`config.mk`:
```
export PLATFORM = sky130hd
export DESIGN_NAME = enc_sequencer_flat
export DESIGN_NICKNAME = d
export VERILOG_FILES = /design/src/rtl/enc_sequencer_pkg.sv /design/src/rtl/enc_sequencer_if.sv /design/src/rtl/enc_sequencer_pix_walker.sv /design/src/rtl/enc_sequencer.sv /design/src/flat_wrapper.sv
export SDC_FILE = /design/constraint.sdc
export NUM_CORES = 1
export LEC_CHECK = 0
export BUFFER_PORTS_ARGS = -buffer_cell sky130_fd_sc_hd__buf_2
export CORE_MARGIN = 2
export CORE_UTILIZATION = 35
export CTS_CLUSTER_DIAMETER = 80
export DETAILED_ROUTE_END_ITERATION = 8
export SYNTH_ARGS = -nofsm -noshare
export SYNTH_HDL_FRONTEND = slang
export SYNTH_HIERARCHICAL = 1
export SYNTH_SLANG_ARGS = --single-unit
```
`constraint.sdc`:
```
create_clock -name clk -period 1.87 [get_ports clk]
set_input_delay 0.2805 -clock clk [delete_from_list [all_inputs] [get_ports clk]]
set_output_delay 0.2805 -clock clk [all_outputs]
set_load 0.1 [all_outputs]
```
`src/rtl/enc_sequencer_pkg.sv`:
```
// Shared state/phase encoding and default sizing for the image-cipher sequencer.
package enc_seq_pkg;

  localparam int KEY_W_DEF  = 64;
  localparam int NPIX_DEF   = 65536;
  localparam int ADDR_W_DEF = 16;
  localparam int WARMUP_DEF = 256;

  // The state value doubles as the externally visible phase code.
  typedef enum logic [2:0] {
    ST_IDLE  = 3'd0,
    ST_SEED  = 3'd1,
    ST_WARM  = 3'd2,
    ST_SBOX  = 3'd3,
    ST_SUBST = 3'd4,
    ST_DIFF  = 3'd5,
    ST_DONE  = 3'd6
  } state_e;

endpackage

```
`src/rtl/enc_sequencer_if.sv`:
```
// Datapath-side bus of the sequencer: chaotic map, S-box builder and pixel RAM.
interface enc_seq_if
  import enc_seq_pkg::*;
#(
  parameter int KEY_W  = KEY_W_DEF,
  parameter int ADDR_W = ADDR_W_DEF
);

  logic              map_load;
  logic [KEY_W-1:0]  map_seed;
  logic              map_step;
  logic              map_valid;
  logic              sbox_start;
  logic              done_sbox;
  logic [ADDR_W-1:0] pix_addr;
  logic              pix_rd;
  logic              pix_rvalid;
  logic              pix_wr;

  modport master (
    output map_load, map_seed, map_step, sbox_start, pix_addr, pix_rd, pix_wr,
    input  map_valid, done_sbox, pix_rvalid
  );

  modport slave (
    input  map_load, map_seed, map_step, sbox_start, pix_addr, pix_rd, pix_wr,
    output map_valid, done_sbox, pix_rvalid
  );

endinterface

```
`src/rtl/enc_sequencer_pix_walker.sv`:
```
// Pixel address walker: read, wait for data, write back, advance; one pass over 0..NPIX-1.
module pix_walker
  import enc_seq_pkg::*;
#(
  parameter int NPIX   = NPIX_DEF,
  parameter int ADDR_W = ADDR_W_DEF
) (
  input  logic              clk,
  input  logic              rst,
  input  logic              go,
  input  logic              rvalid,
  output logic [ADDR_W-1:0] addr,
  output logic              rd,
  output logic              wr,
  output logic              last
);

  localparam logic [ADDR_W-1:0] LAST_ADDR = ADDR_W'(NPIX - 1);

  logic [ADDR_W-1:0] addr_q, addr_d;
  logic              rd_q, rd_d;
  logic              wr_q, wr_d;
  logic              at_last;

  assign at_last = (addr_q == LAST_ADDR);

  always_comb begin
    addr_d = addr_q;
    rd_d   = rd_q;
    wr_d   = 1'b0;
    if (go) begin
      addr_d = '0;
      rd_d   = 1'b1;
    end else if (wr_q) begin
      // Write-back cycle: advance, or wrap to 0 and stop after the final pixel.
      addr_d = at_last ? '0 : addr_q + ADDR_W'(1);
      rd_d   = !at_last;
    end else if (rd_q && rvalid) begin
      rd_d = 1'b0;
      wr_d = 1'b1;
    end
  end

  always_ff @(posedge clk) begin
    if (rst) begin
      addr_q <= '0;
      rd_q   <= 1'b0;
      wr_q   <= 1'b0;
    end else begin
      addr_q <= addr_d;
      rd_q   <= rd_d;
      wr_q   <= wr_d;
    end
  end

  assign addr = addr_q;
  assign rd   = rd_q;
  assign wr   = wr_q;
  assign last = wr_q && at_last;

endmodule

```
`src/rtl/enc_sequencer.sv`:
```
// Cipher sequencer: seed and warm up the chaotic map, build the S-box, then walk the pixels.
// Define DIFFUSION_EN to follow the substitution pass with a diffusion pass.
//
// state | meaning
// IDLE  | waiting for start
// SEED  | map_load pulse with captured key
// WARM  | stepping the map, discarding WARMUP results
// SBOX  | sbox_start pulse, then wait for done_sbox
// SUBST | substitution read/write pass over all pixels
// DIFF  | diffusion read/write pass (DIFFUSION_EN only)
// DONE  | one-cycle done pulse
module enc_sequencer
  import enc_seq_pkg::*;
#(
  parameter int KEY_W  = KEY_W_DEF,
  parameter int NPIX   = NPIX_DEF,
  parameter int ADDR_W = ADDR_W_DEF,
  parameter int WARMUP = WARMUP_DEF
) (
  input  logic             clk,
  input  logic             rst,
  input  logic             start,
  input  logic [KEY_W-1:0] key,
  enc_seq_if.master        bus,
  output logic [2:0]       phase,
  output logic             busy,
  output logic             done
);

  localparam int                WCNT_W    = $clog2(WARMUP + 1);
  localparam logic [WCNT_W-1:0] WARM_LAST = WCNT_W'(WARMUP - 1);

  state_e            state_q, state_d;
  logic [WCNT_W-1:0] warm_cnt_q, warm_cnt_d;
  logic [KEY_W-1:0]  map_seed_q, map_seed_d;
  logic              map_load_q, map_load_d;
  logic              map_step_q, map_step_d;
  logic              sbox_start_q, sbox_start_d;
  logic              done_q, done_d;
  logic              busy_q, busy_d;

  logic              walk_go;
  logic              walk_last;
  logic [ADDR_W-1:0] walk_addr;
  logic              walk_rd;
  logic              walk_wr;

  pix_walker #(.NPIX(NPIX), .ADDR_W(ADDR_W)) u_walker (
    .clk    (clk),
    .rst    (rst),
    .go     (walk_go),
    .rvalid (bus.pix_rvalid),
    .addr   (walk_addr),
    .rd     (walk_rd),
    .wr     (walk_wr),
    .last   (walk_last)
  );

  always_comb begin
    state_d      = state_q;
    warm_cnt_d   = warm_cnt_q;
    map_seed_d   = map_seed_q;
    map_load_d   = 1'b0;
    map_step_d   = 1'b0;
    sbox_start_d = 1'b0;
    done_d       = 1'b0;
    walk_go      = 1'b0;
    case (state_q)
      ST_IDLE: begin
        if (start) begin
          map_seed_d = key;
          warm_cnt_d = '0;
          map_load_d = 1'b1;
          state_d    = ST_SEED;
        end
      end
      ST_SEED: begin
        map_step_d = 1'b1;
        state_d    = ST_WARM;
      end
      ST_WARM: begin
        map_step_d = 1'b1;
        if (bus.map_valid) begin
          warm_cnt_d = warm_cnt_q + WCNT_W'(1);
          if (warm_cnt_q == WARM_LAST) begin
            map_step_d   = 1'b0;
            sbox_start_d = 1'b1;
            state_d      = ST_SBOX;
          end
        end
      end
      ST_SBOX: begin
        // A done_sbox level left over from a previous build is ignored on the entry cycle.
        if (!sbox_start_q && bus.done_sbox) begin
          walk_go = 1'b1;
          state_d = ST_SUBST;
        end
      end
      ST_SUBST: begin
        if (walk_last) begin
`ifdef DIFFUSION_EN
          walk_go = 1'b1;
          state_d = ST_DIFF;
`else
          done_d  = 1'b1;
          state_d = ST_DONE;
`endif
        end
      end
`ifdef DIFFUSION_EN
      ST_DIFF: begin
        if (walk_last) begin
          done_d  = 1'b1;
          state_d = ST_DONE;
        end
      end
`endif
      ST_DONE: state_d = ST_IDLE;
      default: state_d = ST_IDLE;
    endcase
    busy_d = (state_d != ST_IDLE) && (state_d != ST_DONE);
  end

  always_ff @(posedge clk) begin
    if (rst) begin
      state_q      <= ST_IDLE;
      warm_cnt_q   <= '0;
      map_seed_q   <= '0;
      map_load_q   <= 1'b0;
      map_step_q   <= 1'b0;
      sbox_start_q <= 1'b0;
      done_q       <= 1'b0;
      busy_q       <= 1'b0;
    end else begin
      state_q      <= state_d;
      warm_cnt_q   <= warm_cnt_d;
      map_seed_q   <= map_seed_d;
      map_load_q   <= map_load_d;
      map_step_q   <= map_step_d;
      sbox_start_q <= sbox_start_d;
      done_q       <= done_d;
      busy_q       <= busy_d;
    end
  end

  assign bus.map_load   = map_load_q;
  assign bus.map_seed   = map_seed_q;
  assign bus.map_step   = map_step_q;
  assign bus.sbox_start = sbox_start_q;
  assign bus.pix_addr   = walk_addr;
  assign bus.pix_rd     = walk_rd;
  assign bus.pix_wr     = walk_wr;
  assign phase          = state_q;
  assign busy           = busy_q;
  assign done           = done_q;

endmodule

```
`src/flat_wrapper.sv`:
```
// flat-port wrapper written by rule: the top's interface ports become plain ports
module enc_sequencer_flat import enc_seq_pkg::*;
#(
  parameter int KEY_W  = KEY_W_DEF,
  parameter int NPIX   = NPIX_DEF,
  parameter int ADDR_W = ADDR_W_DEF,
  parameter int WARMUP = WARMUP_DEF
)
  (clk, rst, start, key, phase, busy, done, bus_map_load, bus_map_seed, bus_map_step, bus_sbox_start, bus_pix_addr, bus_pix_rd, bus_pix_wr, bus_map_valid, bus_done_sbox, bus_pix_rvalid);
  enc_seq_if #(.KEY_W(KEY_W), .ADDR_W(ADDR_W)) bus_i ();
  input  logic clk;
  input  logic rst;
  input  logic start;
  input  logic [KEY_W-1:0] key;
  output logic [2:0] phase;
  output logic busy;
  output logic done;
  output wire logic [$bits(bus_i.map_load)-1:0] bus_map_load;
  output wire logic [$bits(bus_i.map_seed)-1:0] bus_map_seed;
  output wire logic [$bits(bus_i.map_step)-1:0] bus_map_step;
  output wire logic [$bits(bus_i.sbox_start)-1:0] bus_sbox_start;
  output wire logic [$bits(bus_i.pix_addr)-1:0] bus_pix_addr;
  output wire logic [$bits(bus_i.pix_rd)-1:0] bus_pix_rd;
  output wire logic [$bits(bus_i.pix_wr)-1:0] bus_pix_wr;
  input wire logic [$bits(bus_i.map_valid)-1:0] bus_map_valid;
  input wire logic [$bits(bus_i.done_sbox)-1:0] bus_done_sbox;
  input wire logic [$bits(bus_i.pix_rvalid)-1:0] bus_pix_rvalid;
  assign bus_map_load = bus_i.map_load;
  assign bus_map_seed = bus_i.map_seed;
  assign bus_map_step = bus_i.map_step;
  assign bus_sbox_start = bus_i.sbox_start;
  assign bus_pix_addr = bus_i.pix_addr;
  assign bus_pix_rd = bus_i.pix_rd;
  assign bus_pix_wr = bus_i.pix_wr;
  assign bus_i.map_valid = bus_map_valid;
  assign bus_i.done_sbox = bus_done_sbox;
  assign bus_i.pix_rvalid = bus_pix_rvalid;
  enc_sequencer #(.KEY_W(KEY_W), .NPIX(NPIX), .ADDR_W(ADDR_W), .WARMUP(WARMUP)) u_core (.clk(clk), .rst(rst), .start(start), .key(key), .bus(bus_i), .phase(phase), .busy(busy), .done(done));
endmodule
```
* After elaboration in Yosys (flattened, before gate mapping)
Cells that the tools add are included.
** Operators by class
- Multiplexer cells :: 22
- Reduce and logical (&&, ||, !) cells :: 17
- Magnitude comparators :: 0
- Add/subtract/negate cells :: 2
- Shift operators :: 0
- Multipliers :: 0
- Div/mod/pow operators :: 0
- Bitwise gates (word level) :: 4
- Equality and inequality tests :: 9
** Operators by type and width (count)
- 9-bit 2-to-1 mux :: 2
- 9-bit one-hot mux with 2 select lines :: 1
- 16-bit by 1-bit adder with 16-bit output, second input constant :: 1
- 16-bit == test, second input constant :: 1
- 16-bit 2-to-1 mux :: 1
- 3-bit 2-to-1 mux :: 5
- 3-bit one-hot mux with 5 select lines :: 1
- 1-bit 2-to-1 mux :: 11
- 9-bit by 1-bit adder with 9-bit output, second input constant :: 1
- 9-bit by 8-bit == test with 1-bit output, second input constant :: 1
- 3-bit by 2-bit == test with 1-bit output, second input constant :: 2
- 3-bit nonzero test :: 2
- 2-bit OR reduction :: 3
- 3-bit OR reduction :: 2
- 1-bit logical AND :: 4
- 2-bit inequality test, second input constant :: 2
- 1-bit NOT :: 4
- 3-bit by 1-bit == test with 1-bit output, second input constant :: 1
- 3-bit == test, second input constant :: 1
- 3-bit logical NOT :: 1
- 3-bit inequality test, second input constant :: 1
- 3-bit AND reduction :: 1
- 1-bit logical NOT :: 2
- 1-bit one-hot mux with 2 select lines :: 1
- 2 further kinds :: 2
** Word-level totals
- Register bits :: 99
- Memory bits (read-only) :: 0
- Word-level logic and storage cells :: 65
- Latch bits :: 0
- Bits in writable memories :: 0
- Output and inout bits :: 90
- Memories kept :: 0

* Logic depth before layout (Yosys ltp)
Gate-level depths: netlist of run 1.
- Depth after elaboration :: 6
- Depth in mapped cells :: 7
- Gate-level depth less buffers :: 7

* Hierarchy
Netlist of run 1, hierarchy kept.
** By module, submodules not included
- enc_sequencer :: sequential area each 1621.6 µm², area each 3012.9 µm², times used 1, cells an instance 363
- pix_walker :: sequential area each 360.3 µm², area each 852.1 µm², times used 1, cells an instance 96

* Worst setup path before layout of run 1
Ideal clock, no wire load.
- Path kind :: reg2reg
- Start point :: register u_core.state_q[0] (netlist: u_core/phase[0])
- End point :: register u_core.u_walker.addr_q[0] (netlist: u_core/u_walker/addr[0])
- Setup time :: 123 ps
- Cell stages (with the launch flop) :: 8
- Data required time :: 1747 ps
- Path buffers :: 2
- Clock period less this slack :: 2327 ps
- Path slack :: -457 ps
- Data arrival time :: 2205 ps
- Cell sequence :: dfxtp_1 buf_2 nor2b_1 and3_1 or2_2 clkbuf_1 o21bai_4 nor2_1
** Between the ends
- Cells in the longest elaborated chain, start to end :: 3
** RTL lines
- from (decl) :: line enc_sequencer.sv:33 : state_e state_q, state_d;
- from (signal assigned) :: line enc_sequencer.sv:135 : state_q <= state_d;
- 3-bit by 2-bit == test with 1-bit output :: line enc_sequencer.sv:68 : case (state_q)
- 1-bit 2-to-1 mux :: line enc_sequencer.sv:68
- via u_core.walk_go :: line enc_sequencer.sv:42 : logic walk_go;
- 2-bit OR reduction (no line)
- to (signal assigned) :: line enc_sequencer_pix_walker.sv:50 : addr_q <= addr_d;
- to (decl) :: line enc_sequencer_pix_walker.sv:20 : logic [ADDR_W-1:0] addr_q, addr_d;
The timed path passes the listed nets, and every way through them passes these cells.
A chain may end at the register's enable or synchronous reset.

* Worst setup path after layout of run 1
- Start point :: register u_core.u_walker.addr_q[4] (netlist: u_core/u_walker/addr[4])
- End point :: register u_core.state_q[1] (netlist: u_core/phase[1])
** Between the ends
- Cells in the longest elaborated chain, start to end :: 4
** RTL lines
- 16-bit == test :: line enc_sequencer_pix_walker.sv:25 : assign at_last = (addr_q == LAST_ADDR);
- 1-bit logical AND :: line enc_sequencer_pix_walker.sv:59 : assign last = wr_q && at_last;
- via u_core.walk_last :: line enc_sequencer.sv:43 : logic walk_last;
- 3-bit 2-to-1 mux :: line enc_sequencer.sv:100 : if (walk_last) begin
- 3-bit one-hot mux with 5 select lines :: line enc_sequencer.sv:68
The timed path passes the listed nets, and every way through them passes these cells.

==> out/qor_table.md, run 1 <==
| Parameter | Reported |
|:---|:---|
| Run status | finished, final reports clean |
| Internal power of the cells | 3160 uW |
| CTS Root Buffer Type | sky130_fd_sc_hd__clkbuf_8 |
| Number of maximum-capacitance violations | 0 |
| Number of buffers on the longest clock path | 2 |
| Req. time, crit path | 2.16 ns |
| Post-detailed-route via-to-cell ratio | 4.76 |
| Worst min-delay path category | in -> reg |
| DRC | 0 |
| Remaining Overflow, GRT | 0 |
| Synthesized cell area | 3860 um2 |
| Relative contribution of the clock network to total power | 29.3% |
| Crit-path max FO | 8 |
| Synth async-reset ratio | 0% |
| Count of different cell masters after synthesis | 41 |
| Fraction of layout instances using a drive strength above 1 | 34.9% |
| Mean area per synthesized cell | 8.42 um2 |
| Final worst path period share | 90.3% |
| Insertion delay of the later-clocked pin in the worst-skew pair | 0.37 ns |
| Mean routed wirelength per cell | 13.1 um |
| Clock skew after layout | 0.0105 ns |
| CTS tree | done |
| Synth warn | 6 |
| Layout Cells excl Fill | 748 |
| Antenna diodes | 0 |
| Combinational Power Share | 25.4% |
| Placed Instances | 732 |
| Die extent in y | 109 um |
| Via count of the first global-routing pass | 3,202 |
| Count of nets after finishing | 676 |
| Power per Cell Area | 1010 nW/um2 |
| GRT Overall Usage | 16.5% |
| Critical-path cell with the highest stage delay | sky130_fd_sc_hd__dfxtp_2 |
| Fill count | 1,085 |
| Drt first pass iters | 6 |
| Total power draw | 5020 uW |
| Leakage dissipation | 0.00226 uW |
| Worst R2R Setup Slack | 0.18 ns |
| Area share of the leading cell type in the synthesized netlist | 51.3% |
| Most frequently used flop master after synthesis | sky130_fd_sc_hd__dfxtp_1 |
| Area added between synthesis and finish | 28.1% |
| Number of placed I/O pins | 160 |
| Transition at the pin with the smallest max-transition slack | 0.539 ns |
| Peak supply drop | 0.000561 V |
| Nature of the critical path endpoint | register |
| Total Neg Setup Slack | 0 ns |
| Post-cts gate resize count | 0 |
| H-tree depth reported by CTS | 3 |
| Worst Hold Launch | key[56] |
| First-pass GRT wire length | 15.3 mm |
| Count of state elements after synthesis | 99 |
| Num Clock Sinks | 99 |
| Buffers plus inverters on the worst setup path | 0 |
| Row cnt | 38 |
| Crit path launch | u_core/u_walker/addr[4]$_SDFFE_PP0P_ |
| Postcts setup bufs | 0 |
| Number of buffers created by CTS | 9 |
| Final setup violation count | 0 |
| Buffers on Ports | 159 |
| Cell-by-cell trace of the critical path | and4_1 > nand4_2 > nor3_1 > nand3_1 > a31oi_1 |
| Post-route core utilization | 45.9% |
| Via count | 3,557 |
| Final critical-path required period | 1.69 ns |
| Start-to-end type of the worst setup path | reg -> reg |
| DP HPWL | 6.99 mm |
| Post-Syn Instances | 459 |
| Fmax | 592 MHz |
| Highest-count cells in the layout ignoring fill and taps | sky130_fd_sc_hd__buf_2 (159), sky130_fd_sc_hd__nand2_1 (141), sky130_fd_sc_hd__dfxtp_1 (79) |
| RSZ-0062 raised after global routing | no |
| Final weighted congestion of routability-driven global placement | 0.746 |
| Number of nets in the synthesized netlist | 532 |
| Maximum number of pins on one net before global-route repair | 66 |
| Die extent in x | 109 um |
| DRT iter0 DRCs | 210 |
| Overall die area | 11,900 um2 |
| Sequential fraction of the synthesis area | 51.3% |
| Initial core utilization | 35.8% |
| Leading cell types by total area after synthesis | sky130_fd_sc_hd__dfxtp_1 (51%), sky130_fd_sc_hd__nand2_1 (14%), sky130_fd_sc_hd__a21oi_1 (9.6%) |
| Antenna-violating nets left | 0 |
| Flop pwr share | 45.3% |
| Most common cell after layout, fill and taps aside | sky130_fd_sc_hd__buf_2 |
| CP delay by family, top | simple AND/OR/NAND/NOR gates |
| CP startpoint kind | register |
| Clock-pin transition on the worst setup and hold timing paths | 0.10 ns |
| WP data arrival | 1.98 ns |
| Psw | 1860 uW |
| Placeable core region | 10,800 um2 |
| Total Wirelength | 9.79 mm |
| Initial antenna violation count | 0 |
| Slew Limit Fails | 0 |
| Number of hold violations in the final report | 0 |
| Total of hold buffers inserted after clock tree synthesis | 0 |
| Maximum cell stage delay along the critical path | 0.38 ns |
| Number of synthesized flops with an enable pin | 0 |
| Switching Fraction | 37.1% |
| Yosys top cell by area | sky130_fd_sc_hd__dfxtp_1 |
| Tightest slew margin relative to the limit | 64.1% |
| Reg2reg start | u_core/u_walker/addr[4]$_SDFFE_PP0P_ |
==> tightest hold or removal path, delay by kind of cell <==
kind / cells / cell delay (ns)
buf+inv: 1 / 0.09
compound gates: 1 / 0.05
simple gates: 1 / 0.04
==> worst paths after layout <==
path,to,cells after the start
setup / recovery,u_core/phase[1]$_SDFF_PP0_,5
hold / removal,u_core/bus.map_seed[56]$_SDFFE_PP0P_,3
setup reg to reg,u_core/phase[1]$_SDFF_PP0_,5
hold reg to reg,u_core/bus.map_seed[21]$_SDFFE_PP0P_,2
==> metrics by stage <==
step | setup slack, ns | instance area, um2 | hold slack [ns]
6_report | 0.181 | 4950 | 0.133
5_1_grt | 0.00958 | 4950 | 0.0911
4_1_cts | 0.192 | 4950 | 0.109
3_5_place_dp | 0.217 | 4740 | 0.445
3_3_place_gp | 0.281 | 4740 | 0.438
2_1_floorplan | 0.0228 | 3890 | 0.350
==> routing by layer <==
layer  global-route usage (%)  vias up  wire length, um
met5                        0        -                0
met4                     6.50        0              184
met3                     5.98       15              609
met1                     20.7     1639             4240
li1                         -     1805                -
met2                     25.9       98             4750
==> flip-flops by register name, indices dropped and copies added (netlist names) <==
name	count
u_core/warm_cnt_q	9
u_core/bus.sbox_start	1
u_core/bus.map_seed	64
u_core/u_walker/rd	1
u_core/phase	3
u_core/bus.map_load	1
u_core/bus.map_step	1
u_core/u_walker/addr	16
u_core/done	1
u_core/u_walker/wr	1
u_core/busy	1
==> kinds of logic after synthesis <==
family,Yosys count,share of synthesized area (%)
compound gates,85,11.9
buf+inv,36,5.79
flops,99,51.3
mux,2,0.647
simple gates,216,25.3
fa+ha+maj,3,0.971
xor+xnor,18,4.08
==> cells in the mapped netlist, types with 4 or more instances <==
| library cell | count |
|---|---|
| sky130_fd_sc_hd__a21oi_1 | 74 |
| sky130_fd_sc_hd__buf_4 | 7 |
| sky130_fd_sc_hd__nand4_1 | 10 |
| sky130_fd_sc_hd__xnor2_1 | 4 |
| sky130_fd_sc_hd__nor3_1 | 4 |
| sky130_fd_sc_hd__dfxtp_1 | 99 |
| sky130_fd_sc_hd__xor2_1 | 14 |
| sky130_fd_sc_hd__nor2_1 | 23 |
| sky130_fd_sc_hd__clkbuf_1 | 10 |
| sky130_fd_sc_hd__and4_1 | 5 |
| sky130_fd_sc_hd__nand2_1 | 141 |
| sky130_fd_sc_hd__or3_1 | 5 |
| sky130_fd_sc_hd__and3_1 | 6 |
| sky130_fd_sc_hd__nand3_1 | 7 |
| sky130_fd_sc_hd__buf_2 | 8 |
| sky130_fd_sc_hd__buf_6 | 7 |
==> power groups by stage <==
stage / sequential [uW] / clock (uW) / combinational (uW)
CTS: 2270 / 1520 / 1290
detailed placement: 2320 / 0 / 1290
finish: 2270 / 1470 / 1280
global placement: 2320 / 0 / 1280
floorplan: 3080 / 0 / 293
global route: 2290 / 1620 / 1340
==> layout make-up <==
class / count / area, um2 / area share, %
Tap cell: 140 / 175 / 3.54
Inverter: 3 / 11.3 / 0.227
Clock buffer: 12 / 156 / 3.16
Multi-Input combinational cell: 324 / 1670 / 33.7
Clock inverter: 4 / 55.1 / 1.11
Sequential cell: 99 / 2010 / 40.6
Timing Repair Buffer: 166 / 873 / 17.6
Note: power is estimated with default switching activity, not from simulation.
==> run 2: changes to the inputs <==
--- a/config.mk
+++ b/config.mk
@@ -5,6 +5,7 @@
 export SDC_FILE = /design/constraint.sdc
 export NUM_CORES = 1
 export LEC_CHECK = 0
+export ABC_AREA = 1
 export BUFFER_PORTS_ARGS = -buffer_cell sky130_fd_sc_hd__buf_2
 export CORE_MARGIN = 2
 export CORE_UTILIZATION = 35
==> run 2 against run 1 <==
Maximum frequency is 3.3% higher. Critical path depth is 5 higher. Largest power group unchanged. Combinational power is 7% higher. Synthesized cell count is 12% lower. Via count is 4.4% lower. Highest routed layer unchanged. Routed wire length is 2.2% lower.
==> out/qor_table.md, run 2 <==
| Parameter | Reported |
|:---|:---|
| Run status | finished, final reports clean |
| Most frequently used flop master after synthesis | sky130_fd_sc_hd__dfxtp_1 |
| DP HPWL | 7.07 mm |
| Synth warn | 6 |
| Hold Crit Endpoint | u_core/bus.map_seed[34]$_SDFFE_PP0P_ |
| Number of hold violations in the final report | 0 |
| Final hold slack | 0.124 ns |
| Count of different cell masters after synthesis | 29 |
| WP data arrival | 1.88 ns |
| Number of placed I/O pins | 160 |
| Fraction of layout instances using a drive strength above 1 | 38.6% |
| Yosys top cell by area | sky130_fd_sc_hd__dfxtp_1 |
| DRC | 0 |
| Via count | 3,402 |
| GRT Overall Usage | 16.3% |
| Num Clock Sinks | 99 |
| Post-detailed-route via-to-cell ratio | 4.84 |
| Synth async-reset ratio | 0% |
| Peak supply drop | 0.000542 V |
| Total non-filler cell area in the finished layout | 4880 um2 |
| Final weighted congestion of routability-driven global placement | 0.844 |
| Mean routed wirelength per cell | 13.6 um |
| Post-cts gate resize count | 0 |
| Worst flop-to-flop path endpoint | u_core/busy$_SDFF_PP0_ |
| Number of maximum-capacitance violations | 0 |
| CP startpoint kind | register |
| Area share of the leading cell type in the synthesized netlist | 52.6% |
| Initial antenna violation count | 0 |
| Cell-by-cell trace of the critical path | ha_1 > nand2_1 > inv_1 > nand3_1 > nor4_1 > nand3_1 > nand2_1 > nor2_1 > nand2_1 > nand3_1 |
| Initial core utilization | 36.3% |
| Slew Limit Fails | 0 |
| Reg2reg start | u_core/u_walker/addr[1]$_SDFFE_PP0P_ |
| Final critical-path required period | 1.63 ns |
| Die extent in x | 108 um |
| Remaining Overflow, GRT | 0 |
| Area added between synthesis and finish | 29.7% |
| Placed Instance Area | 4690 um2 |
| Drt first pass iters | 4 |
| Overall die area | 11,600 um2 |
| Buffers plus inverters on the worst setup path | 1 |
| Hold Path Cell Cnt | 2 |
| CTS Root Buffer Type | sky130_fd_sc_hd__clkbuf_8 |
| Maximum number of pins on one net before global-route repair | 44 |
| Req. time, crit path | 2.11 ns |
| Final setup violation count | 0 |
| DRT iter0 DRCs | 176 |
| Worst min-delay path category | in -> reg |
| Cell with the most instances after synthesis | sky130_fd_sc_hd__dfxtp_1 |
| Final worst path period share | 87.4% |
| Tightest slew margin relative to the limit | 65.6% |
| Crit path launch | u_core/u_walker/addr[1]$_SDFFE_PP0P_ |
| CP delay by family, top | simple AND/OR/NAND/NOR gates |
| CTS tree | done |
| Top cell types by occurrence after synthesis | sky130_fd_sc_hd__dfxtp_1 (99), sky130_fd_sc_hd__a22o_1 (64), sky130_fd_sc_hd__nand2_1 (56) |
| Max FFs per register | 64 |
| Buffers on Ports | 159 |
| Post-Syn Instances | 403 |
| Row cnt | 37 |
| Maximum cell stage delay along the critical path | 0.38 ns |
| Leakage dissipation | 0.00239 uW |
| Clock-pin transition on the worst setup and hold timing paths | 0.10 ns |
| First-pass GRT wire length | 15.2 mm |
| Sequential fraction of the synthesis area | 52.6% |
| Clock skew after layout | 0.00902 ns |
| Fmax | 612 MHz |
| Total of hold buffers inserted after clock tree synthesis | 0 |
| Number of nets in the synthesized netlist | 476 |
| Via count of the first global-routing pass | 3,187 |
| Highest-count cells in the layout ignoring fill and taps | sky130_fd_sc_hd__buf_2 (159), sky130_fd_sc_hd__dfxtp_1 (81), sky130_fd_sc_hd__a22o_1 (64) |
| Start-to-end type of the worst setup path | reg -> reg |
| Antenna-violating nets left | 0 |
| Power per Cell Area | 1030 nW/um2 |
| Synthesized cell area | 3770 um2 |
| Leading cell types by total area after synthesis | sky130_fd_sc_hd__dfxtp_1 (53%), sky130_fd_sc_hd__a22o_1 (15%), sky130_fd_sc_hd__nand2_1 (5.6%) |
| Mean area per synthesized cell | 9.35 um2 |
| RSZ-0062 raised after global routing | no |
| Transition at the pin with the smallest max-transition slack | 0.520 ns |
| Placeable core region | 10,400 um2 |
| Total Wirelength | 9.57 mm |
| Worst Hold Launch | key[34] |
| FF-to-FF path depth | 10 |
| Count of nets after finishing | 635 |
| Number of buffers created by CTS | 9 |
| Antenna diodes | 0 |
| Number of buffers on the longest clock path | 2 |
| Count of state elements after synthesis | 99 |
| Most common cell after layout, fill and taps aside | sky130_fd_sc_hd__buf_2 |
| Die extent in y | 108 um |
| Worst R2R Setup Slack | 0.24 ns |
| H-tree depth reported by CTS | 3 |
| Postcts setup bufs | 0 |
| Critical-path cell with the highest stage delay | sky130_fd_sc_hd__dfxtp_2 |
| Insertion delay of the later-clocked pin in the worst-skew pair | 0.36 ns |
| Number of synthesized flops with an enable pin | 0 |
| Nature of the critical path endpoint | register |
| Crit-path max FO | 6 |
## run 2: changes by cell type after synthesis, moves of 15 or more
| cell | change |
|---|---|
| sky130_fd_sc_hd__a21oi_1 | -59 |
| sky130_fd_sc_hd__nor2_1 | +16 |
| sky130_fd_sc_hd__nand3_1 | +15 |
| sky130_fd_sc_hd__a22o_1 | +64 |
| sky130_fd_sc_hd__inv_1 | +31 |
| sky130_fd_sc_hd__nand2_1 | -85 |
## run 2: layout make-up
cell class | instances | area (um2)
tap | 136 | 170
clock inverter | 5 | 62.6
fill | 1050 | 5490
clock buffer | 11 | 131
multi-input combinational | 247 | 1490
inverter | 40 | 150
timing repair buffer | 165 | 878
sequential | 99 | 2000
## run 2: logic make-up (layout without fill, tap and decap cells)
group,Yosys count,in the layout,synth area share [%]
flip-flops,99,99,52.6
buffers and inverters,57,221,7.87
AND/OR/NAND/NOR,147,147,18.4
adder cells (fa/ha/maj),3,3,0.997
XOR/XNOR,4,4,0.930
AO/OA/AOI/OAI,93,93,19.2
## run 2: metrics by stage
stage               instances  total power (uW)  setup slack, ns  setup TNS (ns)  utilization, %
global placement          687              3700            0.297               0            45.2
CTS                       703              5090            0.224               0            47.1
floorplan                 403              3470          -0.0786         -0.0786               -
detailed placement        687              3710            0.250               0            45.2
global route              703              5230           0.0251               0            47.1
finish                    703              5030            0.235               0            47.1
## run 2: worst max-delay path by stage
stage                                            to  slack, ns  cells after the start
2_1_floorplan                u_core/busy$_SDFF_PP0_      -0.08                      9
3_3_place_gp   u_core/bus.map_seed[27]$_SDFFE_PP0P_       0.30                      6
3_5_place_dp                 u_core/busy$_SDFF_PP0_       0.25                     10
4_1_cts                      u_core/busy$_SDFF_PP0_       0.22                     10
5_1_grt                      u_core/busy$_SDFF_PP0_       0.03                      9
6_report                     u_core/busy$_SDFF_PP0_       0.24                     10
## run 2: where the power goes
part	switching (uW)	total (uW)	internal [uW]
clock	739	1370	628
sequential	63.4	2290	2230
combinational	1110	1370	256
## run 2: metal layers
metal | up-vias | routed length [um] | track usage [%]
met5 | - | 0 | 0
met4 | 0 | 203 | 7.88
met3 | 17 | 572 | 3.09
met2 | 119 | 4450 | 26.0
met1 | 1561 | 4350 | 21.2
li1 | 1705 | - | -
